**src/rtl/count_scheduler.sv**
```systemverilog
// count_scheduler
//   Shares one external WIDTH-bit up-counter between NREQ requesters. Requests
//   are granted round-robin. The owner's delay is latched. The block then clears
//   the counter, enables it for that many cycles, and acks the owner.
//   Ports:
//     clk        clock, rising edge
//     a_rst      asynchronous reset, active-low
//     sreset_i   synchronous reset, active-high
//     req_i      per-requester request level, held until ack
//     req_len_i  per-requester delay, slice i = [i*WIDTH +: WIDTH]
//     cnt_val_i  current value of the external counter
//     grant_o    one-hot owner, valid from CLEAR through DONE
//     ack_o      one-cycle completion pulse to the owner
//     busy_o     high whenever the FSM is not idle
//     cnt_clr_o  counter synchronous clear
//     cnt_en_o   counter increment enable
//   All outputs are flops loaded from the next-state decode, so they line up
//   with the state register and have no combinational path from req_i or cnt_val_i.
module count_scheduler #(
  parameter int unsigned NREQ  = 4,
  parameter int unsigned WIDTH = 16
) (
  input  logic                  clk,
  input  logic                  a_rst,
  input  logic                  sreset_i,
  input  logic [NREQ-1:0]       req_i,
  input  logic [NREQ*WIDTH-1:0] req_len_i,
  input  logic [WIDTH-1:0]      cnt_val_i,
  output logic [NREQ-1:0]       grant_o,
  output logic [NREQ-1:0]       ack_o,
  output logic                  busy_o,
  output logic                  cnt_clr_o,
  output logic                  cnt_en_o
);

  localparam int unsigned IdxW = (NREQ > 1) ? $clog2(NREQ) : 1;
  localparam logic [IdxW-1:0]  LastIdx = IdxW'(NREQ - 1);
  localparam logic [WIDTH-1:0] One     = WIDTH'(1);

  typedef enum logic [1:0] {StIdle, StClear, StRun, StDone} state_e;

  state_e            state_q, state_d;
  logic [IdxW-1:0]   idx_q, idx_d;
  logic [IdxW-1:0]   rr_ptr_q, rr_ptr_d;
  logic [WIDTH-1:0]  len_q, len_d;
  logic [NREQ-1:0]   grant_q, grant_d;
  logic [NREQ-1:0]   ack_q, ack_d;
  logic              busy_q, clr_q, en_q;

  logic              found;
  logic [IdxW-1:0]   pick_idx;
  logic [NREQ-1:0]   owner_oh;

  // Round-robin pick: first set request scanning rr_ptr+1 upward, wrapping.
  always_comb begin
    found    = 1'b0;
    pick_idx = '0;
    for (int unsigned k = 1; k <= NREQ; k++) begin
      logic [IdxW-1:0] pos;
      pos = IdxW'((32'(rr_ptr_q) + k) % NREQ);
      if (!found && req_i[pos]) begin
        found    = 1'b1;
        pick_idx = pos;
      end
    end
  end

  always_comb begin
    state_d  = state_q;
    idx_d    = idx_q;
    len_d    = len_q;
    rr_ptr_d = rr_ptr_q;
    unique case (state_q)
      StIdle: begin
        if (found) begin
          idx_d   = pick_idx;
          len_d   = req_len_i[32'(pick_idx)*WIDTH +: WIDTH];
          state_d = StClear;
        end
      end
      StClear: begin
        if (!req_i[idx_q]) begin
          state_d  = StIdle;
          rr_ptr_d = idx_q;
        end else if (len_q == '0) begin
          state_d = StDone;
        end else begin
          state_d = StRun;
        end
      end
      StRun: begin
        // The counter read 0 in the first RUN cycle, so leaving at len-1
        // gives exactly len enable cycles. len_q is never 0 here.
        if (!req_i[idx_q]) begin
          state_d  = StIdle;
          rr_ptr_d = idx_q;
        end else if (cnt_val_i == len_q - One) begin
          state_d = StDone;
        end
      end
      StDone: begin
        rr_ptr_d = idx_q;
        state_d  = StIdle;
      end
      default: state_d = StIdle;
    endcase
    if (sreset_i) begin
      state_d  = StIdle;
      rr_ptr_d = LastIdx;
    end
  end

  always_comb begin
    owner_oh = NREQ'(1) << idx_d;
    grant_d  = (state_d != StIdle) ? owner_oh : '0;
    ack_d    = (state_d == StDone) ? owner_oh : '0;
  end

  always_ff @(posedge clk or negedge a_rst) begin
    if (!a_rst) begin
      state_q  <= StIdle;
      idx_q    <= '0;
      rr_ptr_q <= LastIdx;
      len_q    <= '0;
      grant_q  <= '0;
      ack_q    <= '0;
      busy_q   <= 1'b0;
      clr_q    <= 1'b0;
      en_q     <= 1'b0;
    end else begin
      state_q  <= state_d;
      idx_q    <= idx_d;
      rr_ptr_q <= rr_ptr_d;
      len_q    <= len_d;
      grant_q  <= grant_d;
      ack_q    <= ack_d;
      busy_q   <= (state_d != StIdle);
      clr_q    <= (state_d == StClear);
      en_q     <= (state_d == StRun);
    end
  end

  assign grant_o   = grant_q;
  assign ack_o     = ack_q;
  assign busy_o    = busy_q;
  assign cnt_clr_o = clr_q;
  assign cnt_en_o  = en_q;

endmodule

```
**config.mk**
```make
export PLATFORM = sky130hd
export DESIGN_NAME = count_scheduler
export DESIGN_NICKNAME = d
export VERILOG_FILES = /design/src/rtl/count_scheduler.sv
export SDC_FILE = /design/constraint.sdc
export NUM_CORES = 1
export LEC_CHECK = 0
export ABC_CLOCK_PERIOD_IN_PS = 3730
export CORE_MARGIN = 4
export CORE_UTILIZATION = 45
export CTS_CLUSTER_DIAMETER = 150
export DETAILED_ROUTE_END_ITERATION = 6
export HOLD_SLACK_MARGIN = 0.12
export PLACE_DENSITY = 0.83
export SYNTH_ARGS = -nofsm -noshare
export SYNTH_HDL_FRONTEND = slang
export SYNTH_SLANG_ARGS = --single-unit
```
**constraint.sdc**
```tcl
create_clock -name clk -period 3.73 [get_ports clk]
set_input_delay 0.746 -clock clk [delete_from_list [all_inputs] [get_ports clk]]
set_output_delay 0.746 -clock clk [all_outputs]
set_load 0.005 [all_outputs]
```
==> flow_metrics.env, run 1 <==
export IMPL_status="finished clean"
export IMPL_rsz0062_at_grt="false"
export IMPL_period_needed_ps=3270
export IMPL_dp_slack_ps=193
export IMPL_grt_pass1_vias=2427
export IMPL_ys_flop_type="dfrtp_1"
export IMPL_fin_skew_ps=8.87
export IMPL_grt_use_total=0.194
export IMPL_synth_avg_cell_area_sq_um=9.48
export IMPL_gp_congestion=0.907
export IMPL_synthCells=273
export IMPL_start_kind="primary input"
export IMPL_regArea_sq_um=828
export IMPL_cp_end_kind="flop"
export IMPL_synth_seq_cells=33
export IMPL_num_rows=27
export IMPL_grt_pass1_wl_um=11200
export IMPL_pwr_share_comb=0.522
export IMPL_root_buffer="clkbuf_8"
export IMPL_fin_util=0.682
export IMPL_crit_required_ps=3900
export IMPL_drt_iter0_markers=132
export IMPL_io_pins=98
export IMPL_ctsLongestPathBuffers=2
export IMPL_layout_drive_gt1_share=0.116
export IMPL_dp_hpwl_um=5610
export IMPL_clockPowerShare=0.161
export IMPL_syn_nets=366
export IMPL_cts_hold_buf=0
export IMPL_r2r_end="cnt_clr_o"
export IMPL_switching_share=0.405
export IMPL_cap_violations=0
export IMPL_htree_levels=2
export IMPL_p_per_area_nw_per_um2=585
export IMPL_hold_viol=0
export IMPL_max_slew_margin=0.621
export IMPL_antenna_found_initial=0
export IMPL_cts_buffers=5
export IMPL_die_area_sq_um=7030
export IMPL_synth_area_sq_um=2590
export IMPL_ys_top_cells_by_area="dfrtp_1 30%, mux2i_1 13%, mux2_2 7.0%, nand2_1 3.8%, xor2_1 3.7%"
export IMPL_ant_nets=0
export IMPL_setup_viol=0
export IMPL_r2r_start="len_q[0]"
export IMPL_path_clk_slew_ps=70
export IMPL_intPower_w=0.00132
export IMPL_nets=464
export IMPL_antennaDiodeCount=0
export IMPL_report_final_slew_viol_count=0
export IMPL_power_w=0.00221
export IMPL_fin_crit_sh=0.875
export IMPL_synth_cell_types=59
export IMPL_seq_power_share=0.317
export IMPL_net_switching_power_w=0.000896
export IMPL_nFillCells=461
export IMPL_final_setup_worst_slack_ps=465
export IMPL_synth_top_area_frac=0.300
export IMPL_cts_resized=0
export IMPL_crit_arrival_ps=3430
export IMPL_crit_start="cnt_val_i[12]"
export IMPL_clock_sinks=33
export IMPL_core_sq_um=5540
export IMPL_hold_path_class="flop to flop"
export IMPL_grt_ovfl_total=0
export IMPL_viasPerCell=5.54
export IMPL_wl_per_cell_um=15.8
export IMPL_ys_seq_area_frac=0.320
export IMPL_ys_async_sr_fraction=1.00
export IMPL_fin_setup_tns_ps=0
export IMPL_crit_end="cnt_clr_o"
export IMPL_detailedRoute_firstPassIterationCount=4
export IMPL_wl_um=7020
export IMPL_insertion_delay_ps=290
export IMPL_postCtsSetupBuffers=0
export IMPL_worst_pin_slew_ps=563
export IMPL_start_util=0.467
export IMPL_max_vdd_ir_drop_uv=260
export IMPL_synth_edf_count=0
export IMPL_numPortBuffers=97
export IMPL_vias=2458
export IMPL_route_detailed_drc=0
export IMPL_reg2reg_setup_slack_ps=630
export IMPL_grt_max_degree=34
export IMPL_synth_warnings=0
export IMPL_p_leak_nw=1.60
export IMPL_syn_to_final_growth_pct=46.1
export IMPL_fmax_mhz=306
export IMPL_path_class="primary input to flop"
export IMPL_r2r_cells=9
export IMPL_multi_input_area_sq_um=1680
export IMPL_die_y_um=83.8
export IMPL_die_w_um=83.8
export IMPL_cts_tree="built"
export IMPL_worst_path_max_fanout=8
export IMPL_synth_area_leader_cell="dfrtp_1"
==> critical path, stage by stage <==
cell,delay (ps)
clkdlybuf4s50_1,420
xor2_1,180
or4_1,540
a221o_1,330
or4_1,440
a2111oi_4,390
o31ai_2,210
nor2b_1,180
==> cell usage after synthesis, types with 3 or more instances <==
| cell | count |
|---|---|
| inv_1 | 13 |
| o21ai_1 | 16 |
| nor2_1 | 11 |
| dfrtp_1 | 31 |
| and3b_1 | 3 |
| o21ai_0 | 5 |
| mux2i_1 | 33 |
| nor4_1 | 3 |
| ha_1 | 6 |
| and3_1 | 4 |
| a21oi_1 | 14 |
| xor2_1 | 11 |
| xnor2_1 | 7 |
| nand2_1 | 26 |
| clkbuf_1 | 9 |
| or4_1 | 3 |
| nand4_1 | 3 |
| mux2_2 | 16 |
| nand3b_1 | 4 |
| nor2b_1 | 5 |
==> power by group through the flow <==
| stage | Combinational [W] | Clock (W) | Sequential [W] |
|---|---|---|---|
| finish | 0.00116 | 0.000356 | 0.000701 |
| global route | 0.00127 | 0.000370 | 0.000725 |
| CTS | 0.00116 | 0.000357 | 0.000696 |
| detailed placement | 0.00115 | 0 | 0.000702 |
| global placement | 0.00112 | 0 | 0.000700 |
| floorplan | 0.000863 | 0 | 0.000619 |
==> sequential cells by signal (all words and copies together), names as in the netlist <==
name       cells
len_q         16
ack_o          4
grant_o        4
idx_q          2
rr_ptr_q       2
state_q        2
busy_o         1
cnt_clr_o      1
cnt_en_o       1
==> stage by stage <==
step	hold WS (ps)	cells	area, sq um
after floorplan	450	273	2590
after global placement	505	436	3660
after detailed placement	513	436	3660
after CTS	527	444	3780
after global routing	566	444	3780
final	526	444	3780
==> cells in the final DEF (no fill, tap or decap), types with 5 or more instances in the layout <==
cell type / Yosys / routed
clkdlybuf4s50_1: 0 / 97
mux2i_1: 33 / 33
dfrtp_1: 31 / 31
nand2_1: 26 / 26
mux2_2: 16 / 16
o21ai_1: 16 / 16
inv_1: 13 / 13
a21oi_1: 14 / 13
nor2_1: 11 / 11
xor2_1: 11 / 11
xnor2_1: 7 / 7
ha_1: 6 / 6
clkbuf_8: 0 / 6
nor2b_1: 5 / 5
o21ai_0: 5 / 5
buf_4: 0 / 5
==> how the worst min path moves through the flow <==
stage / start / to / slack [ps] / cells past startpoint
3_3_place_gp: idx_q[0] / rr_ptr_q[0] / 510 / 1
6_report: len_q[14] / len_q[14] / 530 / 2
4_1_cts: len_q[14] / len_q[14] / 530 / 2
5_1_grt: idx_q[0] / rr_ptr_q[0] / 570 / 1
3_5_place_dp: len_q[14] / len_q[14] / 510 / 2
2_1_floorplan: a_rst / ack_o[0] / 450 / 0
==> final cells by class <==
| class | count | share of cell area |
|---|---|---|
| Multi-Input combinational cell | 216 | 0.446 |
| Timing Repair Buffer | 102 | 0.267 |
| Sequential cell | 33 | 0.219 |
| Tap cell | 72 | 0.0238 |
| Clock buffer | 6 | 0.0218 |
| Inverter | 13 | 0.0129 |
| Clock inverter | 2 | 0.00993 |
==> layer usage <==
| layer | vias up | track usage | routed length, um |
|---|---|---|---|
| met5 | - | 0 | 0 |
| met3 | 14 | 0.0355 | 459 |
| met2 | 103 | 0.333 | 3400 |
| met4 | 0 | 0.0643 | 130 |
| met1 | 1143 | 0.245 | 3030 |
| li1 | 1198 | - | - |
==> kinds of logic (layout without fill, tap and decap cells) <==
| group | count (synthesis) | count (layout) | synth area share |
|---|---|---|---|
| adders and majority gates | 6 | 6 | 0.0290 |
| AOI/OAI and AO/OA | 60 | 60 | 0.159 |
| DFF | 33 | 33 | 0.320 |
| and+or+nand+nor | 81 | 81 | 0.181 |
| muxes | 50 | 50 | 0.206 |
| buffers and inverters | 24 | 123 | 0.0358 |
| xor gates and xnor gates | 19 | 19 | 0.0696 |
Note: power is estimated with default switching activity, not from simulation.
==> run 2: changes to the inputs <==
--- a/config.mk
+++ b/config.mk
@@ -5,9 +5,10 @@
 export SDC_FILE = /design/constraint.sdc
 export NUM_CORES = 1
 export LEC_CHECK = 0
+export ABC_AREA = 1
 export ABC_CLOCK_PERIOD_IN_PS = 3730
 export CORE_MARGIN = 4
-export CORE_UTILIZATION = 45
+export CORE_UTILIZATION = 46
 export CTS_CLUSTER_DIAMETER = 150
 export DETAILED_ROUTE_END_ITERATION = 6
 export HOLD_SLACK_MARGIN = 0.12
==> run 2 against run 1 <==
Die area rose by 3.9%. Sequential share of layout area fell by 0.50 points. First-iteration DRC count rose by 63%. Critical path depth rose by 6. Clock power barely moved. Non-clock buffer count fell by 2. Design area rose by 2.4%. Sequential power rose by 1%. Global-route usage rose by 4.2 points. Core utilization fell by 0.059 points. Maximum frequency rose by 4.0%. Synthesized area rose by 6.7%.
==> flow_metrics.env, run 2 <==
export IMPL_status="finished clean"
export IMPL_synthTopCellsByCount="173 x nand2_1, 64 x nand3_1, 46 x inv_1"
export IMPL_cts_buffers=5
export IMPL_p_per_area_nw_per_um2=995
export IMPL_detailedRoute_firstPassIterationCount=5
export IMPL_yosysMostFrequentCell="nand2_1"
export IMPL_report_final_slew_viol_count=0
export IMPL_crit_arrival_ps=3360
export IMPL_synth_area_sq_um=2760
export IMPL_root_buffer="clkbuf_8"
export IMPL_drt_iter0_markers=215
export IMPL_cts_resized=0
export IMPL_start_util=0.486
export IMPL_synth_compound_area_frac=0.0898
export IMPL_worst_pin_slew_ps=643
export IMPL_period_needed_ps=3140
export IMPL_rsz0062_at_grt="false"
export IMPL_ys_seq_area_frac=0.300
export IMPL_vias=3172
export IMPL_antennaDiodeCount=0
export IMPL_switching_share=0.558
export IMPL_ys_async_sr_fraction=1.00
export IMPL_dp_slack_ps=349
export IMPL_clockPowerShare=0.093
export IMPL_die_area_sq_um=7300
export IMPL_antenna_found_initial=0
export IMPL_setup_viol=0
export IMPL_clock_sinks=33
export IMPL_syn_to_final_growth_pct=40.2
export IMPL_synth_seq_cells=33
export IMPL_die_y_um=85.5
export IMPL_synth_top_family_by_area="simple AND/OR/NAND/NOR gates"
export IMPL_grt_max_degree=34
export IMPL_fin_setup_tns_ps=0
export IMPL_path_class="primary input to flop"
export IMPL_wl_per_cell_um=14.1
export IMPL_top_register="len_q"
export IMPL_num_rows=27
export IMPL_power_w=0.00385
export IMPL_ys_flop_type="dfrtp_1"
export IMPL_io_pins=98
export IMPL_grt_pass1_vias=3110
export IMPL_synth_edf_count=0
export IMPL_largest_register_ffs=16
export IMPL_nets=633
export IMPL_synth_xor_area_frac=0.0317
export IMPL_crit_required_ps=3950
export IMPL_synthSimpleGateAreaFrac=0.447
export IMPL_core_sq_um=5680
export IMPL_synth_avg_cell_area_sq_um=6.20
export IMPL_fmax_mhz=318
export IMPL_die_w_um=85.5
export IMPL_viasPerCell=5.17
export IMPL_cts_tree="built"
export IMPL_numPortBuffers=97
export IMPL_synthCells=445
export IMPL_cp_end_kind="flop"
export IMPL_intPower_w=0.00170
export IMPL_final_setup_worst_slack_ps=590
export IMPL_synthAdderAreaFrac=0.0272
export IMPL_gp_congestion=0.901
export IMPL_wl_um=8620
export IMPL_cap_violations=0
export IMPL_ctsLongestPathBuffers=2
export IMPL_hold_path_class="flop to flop"
export IMPL_postCtsSetupBuffers=0
export IMPL_synth_warnings=0
export IMPL_dp_hpwl_um=6590
export IMPL_max_slew_margin=0.571
export IMPL_grt_pass1_wl_um=13900
export IMPL_grt_ovfl_total=0
export IMPL_ys_top_cells_by_area="dfrtp_1 28%, nand2_1 24%, nand3_1 12%, inv_1 6.3%, nor2_1 5.0%"
export IMPL_synth_top_area_frac=0.281
export IMPL_fin_crit_sh=0.842
export IMPL_net_switching_power_w=0.00215
export IMPL_hold_viol=0
export IMPL_grt_use_total=0.237
export IMPL_cts_hold_buf=0
export IMPL_route_detailed_drc=0
export IMPL_seq_power_share=0.184
export IMPL_final_cell_mix="173 x nand2_1, 97 x clkdlybuf4s50_1, 64 x nand3_1"
export IMPL_max_vdd_ir_drop_uv=725
export IMPL_synth_area_leader_cell="dfrtp_1"
export IMPL_path_clk_slew_ps=90
export IMPL_layout_drive_gt1_share=0.0591
export IMPL_fin_skew_ps=9.72
export IMPL_muxShareOfSynthArea=0
export IMPL_htree_levels=2
export IMPL_detailed_place_area_sq_um=3750
export IMPL_final_common_cell="nand2_1"
export IMPL_stdcell_area_sq_um=3870
export IMPL_insertion_delay_ps=300
export IMPL_p_leak_nw=1.89
export IMPL_synth_cell_types=36
export IMPL_syn_nets=538
export IMPL_pwr_share_comb=0.723
export IMPL_worst_path_max_fanout=32
export IMPL_start_kind="primary input"
export IMPL_ant_nets=0
-- run 2: changes by cell type after synthesis, moves of 6 or more --
| cell | delta |
|---|---|
| o21ai_0 | +10 |
| nand2_1 | +147 |
| nor2_1 | +26 |
| mux2i_1 | -33 |
| inv_1 | +33 |
| nand3_1 | +63 |
| mux2_2 | -16 |
| xor2_1 | -6 |
| clkbuf_1 | -8 |
-- run 2: kinds of logic (layout without fill, tap and decap cells) --
logic type                 Yosys count  count (layout)
AOI/OAI and AO/OA                   43              43
and+or+nand+nor                    289             289
xor gates and xnor gates            10              10
DFF                                 33              33
adders and majority gates            6               6
buffers and inverters               64             160
-- run 2: final timing paths --
path	endpoint	slack (ps)	startpoint	cells past startpoint
worst max-delay path	len_q[4]	590	req_i[3]	14
worst min-delay path	len_q[13]	550	len_q[13]	2
worst max register to register	len_q[4]	970	rr_ptr_q[0]	12
worst min register to register	len_q[13]	550	len_q[13]	2
max in group asynchronous	rr_ptr_q[0]	2530	a_rst	2
min in group asynchronous	len_q[12]	850	a_rst	2
-- run 2: per-layer routing --
layer | track usage | share of wire
met2 | 0.422 | 0.49
met5 | 0 | 0
met1 | 0.276 | 0.41
met3 | 0.0553 | 0.076
met4 | 0.0820 | 0.019
-- run 2: area by class of cell --
cell class	count	area (sq um)
multi-input combinational	348	1640
inverter	52	198
sequential	33	828
fill	518	1810
tap	72	90.1
clock buffer	5	68.8
timing repair buffer	100	993
clock inverter	3	46.3
-- run 2: power by group through the flow --
| stage | sequential, W | clock, W | combinational [W] |
|---|---|---|---|
| 2_1_floorplan | 0.000661 | 0 | 0.00225 |
| 3_3_place_gp | 0.000702 | 0 | 0.00266 |
| 3_5_place_dp | 0.000707 | 0 | 0.00276 |
| 4_1_cts | 0.000702 | 0.000362 | 0.00277 |
| 5_1_grt | 0.000728 | 0.000376 | 0.00314 |
| 6_report | 0.000708 | 0.000358 | 0.00279 |
-- run 2: metrics by stage --
step / util / instances / hold WS, ps
2_1_floorplan: - / 445 / 450
3_3_place_gp: 0.661 / 605 / 527
3_5_place_dp: 0.661 / 605 / 529
4_1_cts: 0.682 / 613 / 549
5_1_grt: 0.682 / 613 / 569
6_report: 0.682 / 613 / 554
-- run 2: worst max-delay path: stages --
cell and delay (ps):
clkdlybuf4s50_1 470, inv_1 60, nand2_1 50, o21ai_0 100, o21ai_0 370, inv_1 80
a21oi_1 160, or2_1 130, nand3_2 280, inv_2 520, nand2_1 110, nand3_1 90
nand3_1 90, o21ai_1 100
==> RTL edit 1 (settings of run 2) <==
Make the reset (`a_rst`) synchronous in one clocked block. Comments in the files are not updated.
--- a/src/rtl/count_scheduler.sv
+++ b/src/rtl/count_scheduler.sv
@@ -116,7 +116,7 @@
     ack_d    = (state_d == StDone) ? owner_oh : '0;
   end
 
-  always_ff @(posedge clk or negedge a_rst) begin
+  always_ff @(posedge clk) begin
     if (!a_rst) begin
       state_q  <= StIdle;
       idx_q    <= '0;
Function: differs if a_rst is asserted again (counterexample within 4 cycles, from zero or initial values and one cycle with a_rst low); with a_rst held inactive, the same outputs for 4 cycles.
==> RTL edit 1 against run 2 <==
Setup slack got worse by 31 ps. Register-to-register slack got worse by 100 ps. Global-route usage increased by 0.081 points. Critical path type unchanged. Wire length increased by 0.35%. Cell area increased by 2.0%. Synthesized area increased by 1.2%. Sequential cell count unchanged.
Power is not compared: it rests on default switching activity, and its combinational part moved more than twofold at a synthesized area within 25%.
==> RTL edit 1: results (changes against run 2) <==
* Status: finished clean
* Dominant synthesized flop cell: dfxtp_1
* Nets at 686 (+8.4%)
* Post-synth net total at 591 (+9.9%)
* Post-synthesis sequential area ratio at 23.7% (-6.4 points)
* Multi-input gates at 363 (+4.3%)
* DP HPWL at 6810 um (+3.4%)
* Max stage delay on crit path at 450 ps (-70 ps)
* Clk tree area frac at 2.92% (-0.059 points)
* Share of cells above drive strength 1 at 3.70% (-2.2 points)
* Logic inverters at 87 (+67%)
* Asr flop ratio synth at 0% (-100 points)
* Final Skew at 4.79 ps (-4.93 ps)
* Crit path max-delay family: simple AND/OR/NAND/NOR gates
* Final setup margin at 558 ps (-31.2 ps)
* Largest cells by area after synthesis: dfxtp_1 24%, nand2_1 23%, inv_1 11%
* Drt first-iter violations at 138 (-36%)
* Wire per inst at 12.9 um (-8.1%)
* Vias in the first global route at 3219 (+3.5%)
* R2R cell count at 13 (+1)
* Filler cells at 550 (+6.2%)
* Dpl ws at 311 ps (-38.3 ps)
* Final-layout non-clock buffer area share at 26.1% (+0.37 points)
* Top cells by count, synth: 172 x nand2_1, 85 x inv_1, 44 x nor2_1
* Global-route wire length before repair at 14400 um (+3.8%)
RTL edit 1: cell count changes after synthesis, moves of 4 or more:
cell,before,now
nand3_1,64,35
inv_1,46,85
o211ai_1,1,19
o21ai_0,15,11
or2_2,0,4
nor2_1,37,44
a21oi_1,9,36
o21ai_1,11,4
buf_2,3,9
dfrtp_1,31,0
nor3_1,0,6
dfxtp_1,0,33
inv_2,5,0
nand3b_1,1,5
RTL edit 1: through the flow:
step	cells	cell area (um2)	total power (W)
2_1_floorplan	498	2790	0.000965
3_3_place_gp	661	3830	0.00118
3_5_place_dp	661	3830	0.00121
4_1_cts	669	3950	0.00155
5_1_grt	669	3950	0.00169
6_report	669	3950	0.00156
RTL edit 1: path summary, 6_finish.rpt:
path,start,end,slack [ps]
max,req_i[3],len_q[3],560
min,idx_q[1],rr_ptr_q[1],590
max reg2reg,rr_ptr_q[0],len_q[3],870
min reg2reg,idx_q[1],rr_ptr_q[1],590
RTL edit 1: kinds of logic (layout without fill, tap and decap cells):
family / count (synthesis) / count (layout) / share of synthesized area (%)
buffers and inverters: 102 / 198 / 14.7
flip-flops: 33 / 33 / 23.7
XOR/XNOR: 11 / 11 / 3.45
AND/OR/NAND/NOR: 274 / 274 / 40.6
AO/OA/AOI/OAI: 72 / 72 / 15.0
adder cells (fa/ha/maj): 6 / 6 / 2.69
RTL edit 1: layer usage:
layer	GRT usage, %	vias up	share of wire, %
met3	3.36	17	6.0
met2	41.9	131	49
met1	29.8	1522	43
met5	0	-	0
met4	6.91	0	1.8
li1	-	1743	-
RTL edit 1: power by group through the flow:
stage               clock [W]  combinational [W]  sequential (W)
floorplan                   0           0.000522        0.000443
global placement            0           0.000730        0.000454
detailed placement          0           0.000750        0.000455
CTS                  0.000349           0.000759        0.000447
global route         0.000365           0.000871        0.000455
finish               0.000348           0.000763        0.000448
==> RTL edit 2 (flow settings as in run 2) <==
Made on the original files. Change the parameter `WIDTH` from 16 to 32.
--- a/src/rtl/count_scheduler.sv
+++ b/src/rtl/count_scheduler.sv
@@ -18,7 +18,7 @@
 //   with the state register and have no combinational path from req_i or cnt_val_i.
 module count_scheduler #(
   parameter int unsigned NREQ  = 4,
-  parameter int unsigned WIDTH = 16
+  parameter int unsigned WIDTH = 32
 ) (
   input  logic                  clk,
   input  logic                  a_rst,
Ports: changed (resized cnt_val_i and req_len_i); port bits go from 98 to 178. The function was not compared with the original's and may differ.
==> RTL edit 2 against run 2 <==
Non-clock buffer count is 87 higher. Synthesized cell count is 65% higher. Total power is 63% higher. Worst hold slack worse by 130 ps. Sequential cell count is 16 higher. Wire length is 64% higher. Global-route usage is 0.73 points lower. Synthesized area is 76% higher. Core utilization is 2.1 points lower. Clock skew is 4.6 ps higher. Critical path type unchanged. Cell area is 76% higher. First-iteration DRC count is 33% higher. Setup slack better by 160 ps. Register-to-register slack better by 30 ps.
==> RTL edit 2: results (changes against run 2) <==
* Total GRT Usage at 22.9% (-0.73 points)
* Worst hold slack at 424 ps (-129 ps)
* Port Buffers at 177 (+82%)
* Final WL at 14200 um (+64%)
* Largest Register: len_q
* Drt first-iter violations at 286 (+33%)
* Top cells by count, synth: 223 x nand2_1, 102 x inv_1, 71 x nor2_1
* Filler cells at 911 (+76%)
* Slowest cell on the critical path: clkdlybuf4s50_1
* Nets at 1077 (+70%)
* Placed cells at 1033 (+71%)
* Least-Margin Pin Slew at 557 ps (-85.4 ps)
* Reg2Reg Setup Slack at 1000 ps (+30 ps)
* Max FFs per register at 32 (+16)
* Comb. pwr at 0.00480 W (+72%)
* PnR Total Power at 0.00630 W (+63%)
* WP data arrival at 3160 ps (-200 ps)
* DR pass1 iterations at 7 (+2)
* Asr flop ratio synth at 100% (unchanged)
* Post-synth net total at 909 (+69%)
* Maximum VDD drop at 0.000596 V (-18%)
* Antenna diode count at 0 (unchanged)
* Final setup margin at 753 ps (+164 ps)
* Clock tree buffer depth at 2 (unchanged)
* Synth Area in Adders at 1.54% (-1.2 points)
* Status: finished clean
* Max stage delay on crit path at 460 ps (-60 ps)
* Largest net degree at the start of global routing at 53 (+56%)
* Power Internal at 0.00281 W (+65%)
* Netlist cell types at 37 (+2.8%)
* Share of cells above drive strength 1 at 9.94% (+4.0 points)
* Wire per inst at 13.6 um (-3.1%)
* CTS H-tree depth at 2 (unchanged)
* Register area at 1230 um2 (+48%)
* Leakage power at 3.21 nW (+70%)
* Routability Congestion at 0.979 (+8.6%)
* Vias in the first global route at 5041 (+62%)
* Final Skew at 14.3 ps (+4.57 ps)
* Clk_lat worst skew at 310 ps
* R2R cell count at 18 (+6)
* Worst-path maximum fanout at 52 (+63%)
* Post-synthesis mux area share at 0% (unchanged)
* Compound-gate portion of the synthesized area at 21.4% (+12 points)
* Reg-to-reg critical path startpoint: len_q[0]
* Worst hold path class: input pin to async pin
* Vias at 5179 (+63%)
* Final setup viols at 0 (unchanged)
* Crit path max-delay family: simple AND/OR/NAND/NOR gates
* Placed Area at 6720 um2 (+79%)
* Syn Area/Cell at 6.61 um2 (+6.6%)
* Largest cells by area after synthesis: dfrtp_1 24%, nand2_1 17%, o211ai_2 10%
* Clk pwr share at 5.2% (-4.1 points)
* Reg2Reg Capture Point: ack_o[1]
* Dpl ws at 411 ps (+61.3 ps)
* Global-route wire length before repair at 23600 um (+70%)
* End of the critical path: len_q[7]
* Synth Area in XOR/XNOR at 6.58% (+3.4 points)
RTL edit 2: changes by cell type after synthesis, moves of 12 or more:
cell / delta
inv_1: +56
xor2_1: +12
o21ai_1: +31
nor2_1: +34
o211ai_2: +40
or2_0: +20
nand3_1: -51
dfrtp_1: +16
nand2_1: +50
a21oi_1: +23
RTL edit 2: layer usage:
| metal | vias up | routed length [um] | global-route usage, % |
|---|---|---|---|
| li1 | 2675 | - | - |
| met1 | 2287 | 6150 | 30.3 |
| met2 | 191 | 6700 | 38.6 |
| met3 | 26 | 970 | 3.93 |
| met4 | 0 | 352 | 6.57 |
| met5 | - | 0 | 0 |
RTL edit 2: layout make-up:
cell class              count  share of cell area, %
clock inverters             1                  0.110
flip-flops and latches     49                   18.0
inverters                 106                   5.84
multi-input cells         555                   45.1
repair buffers            187                   27.2
clock buffers               7                   1.27
well taps                 136                   2.50
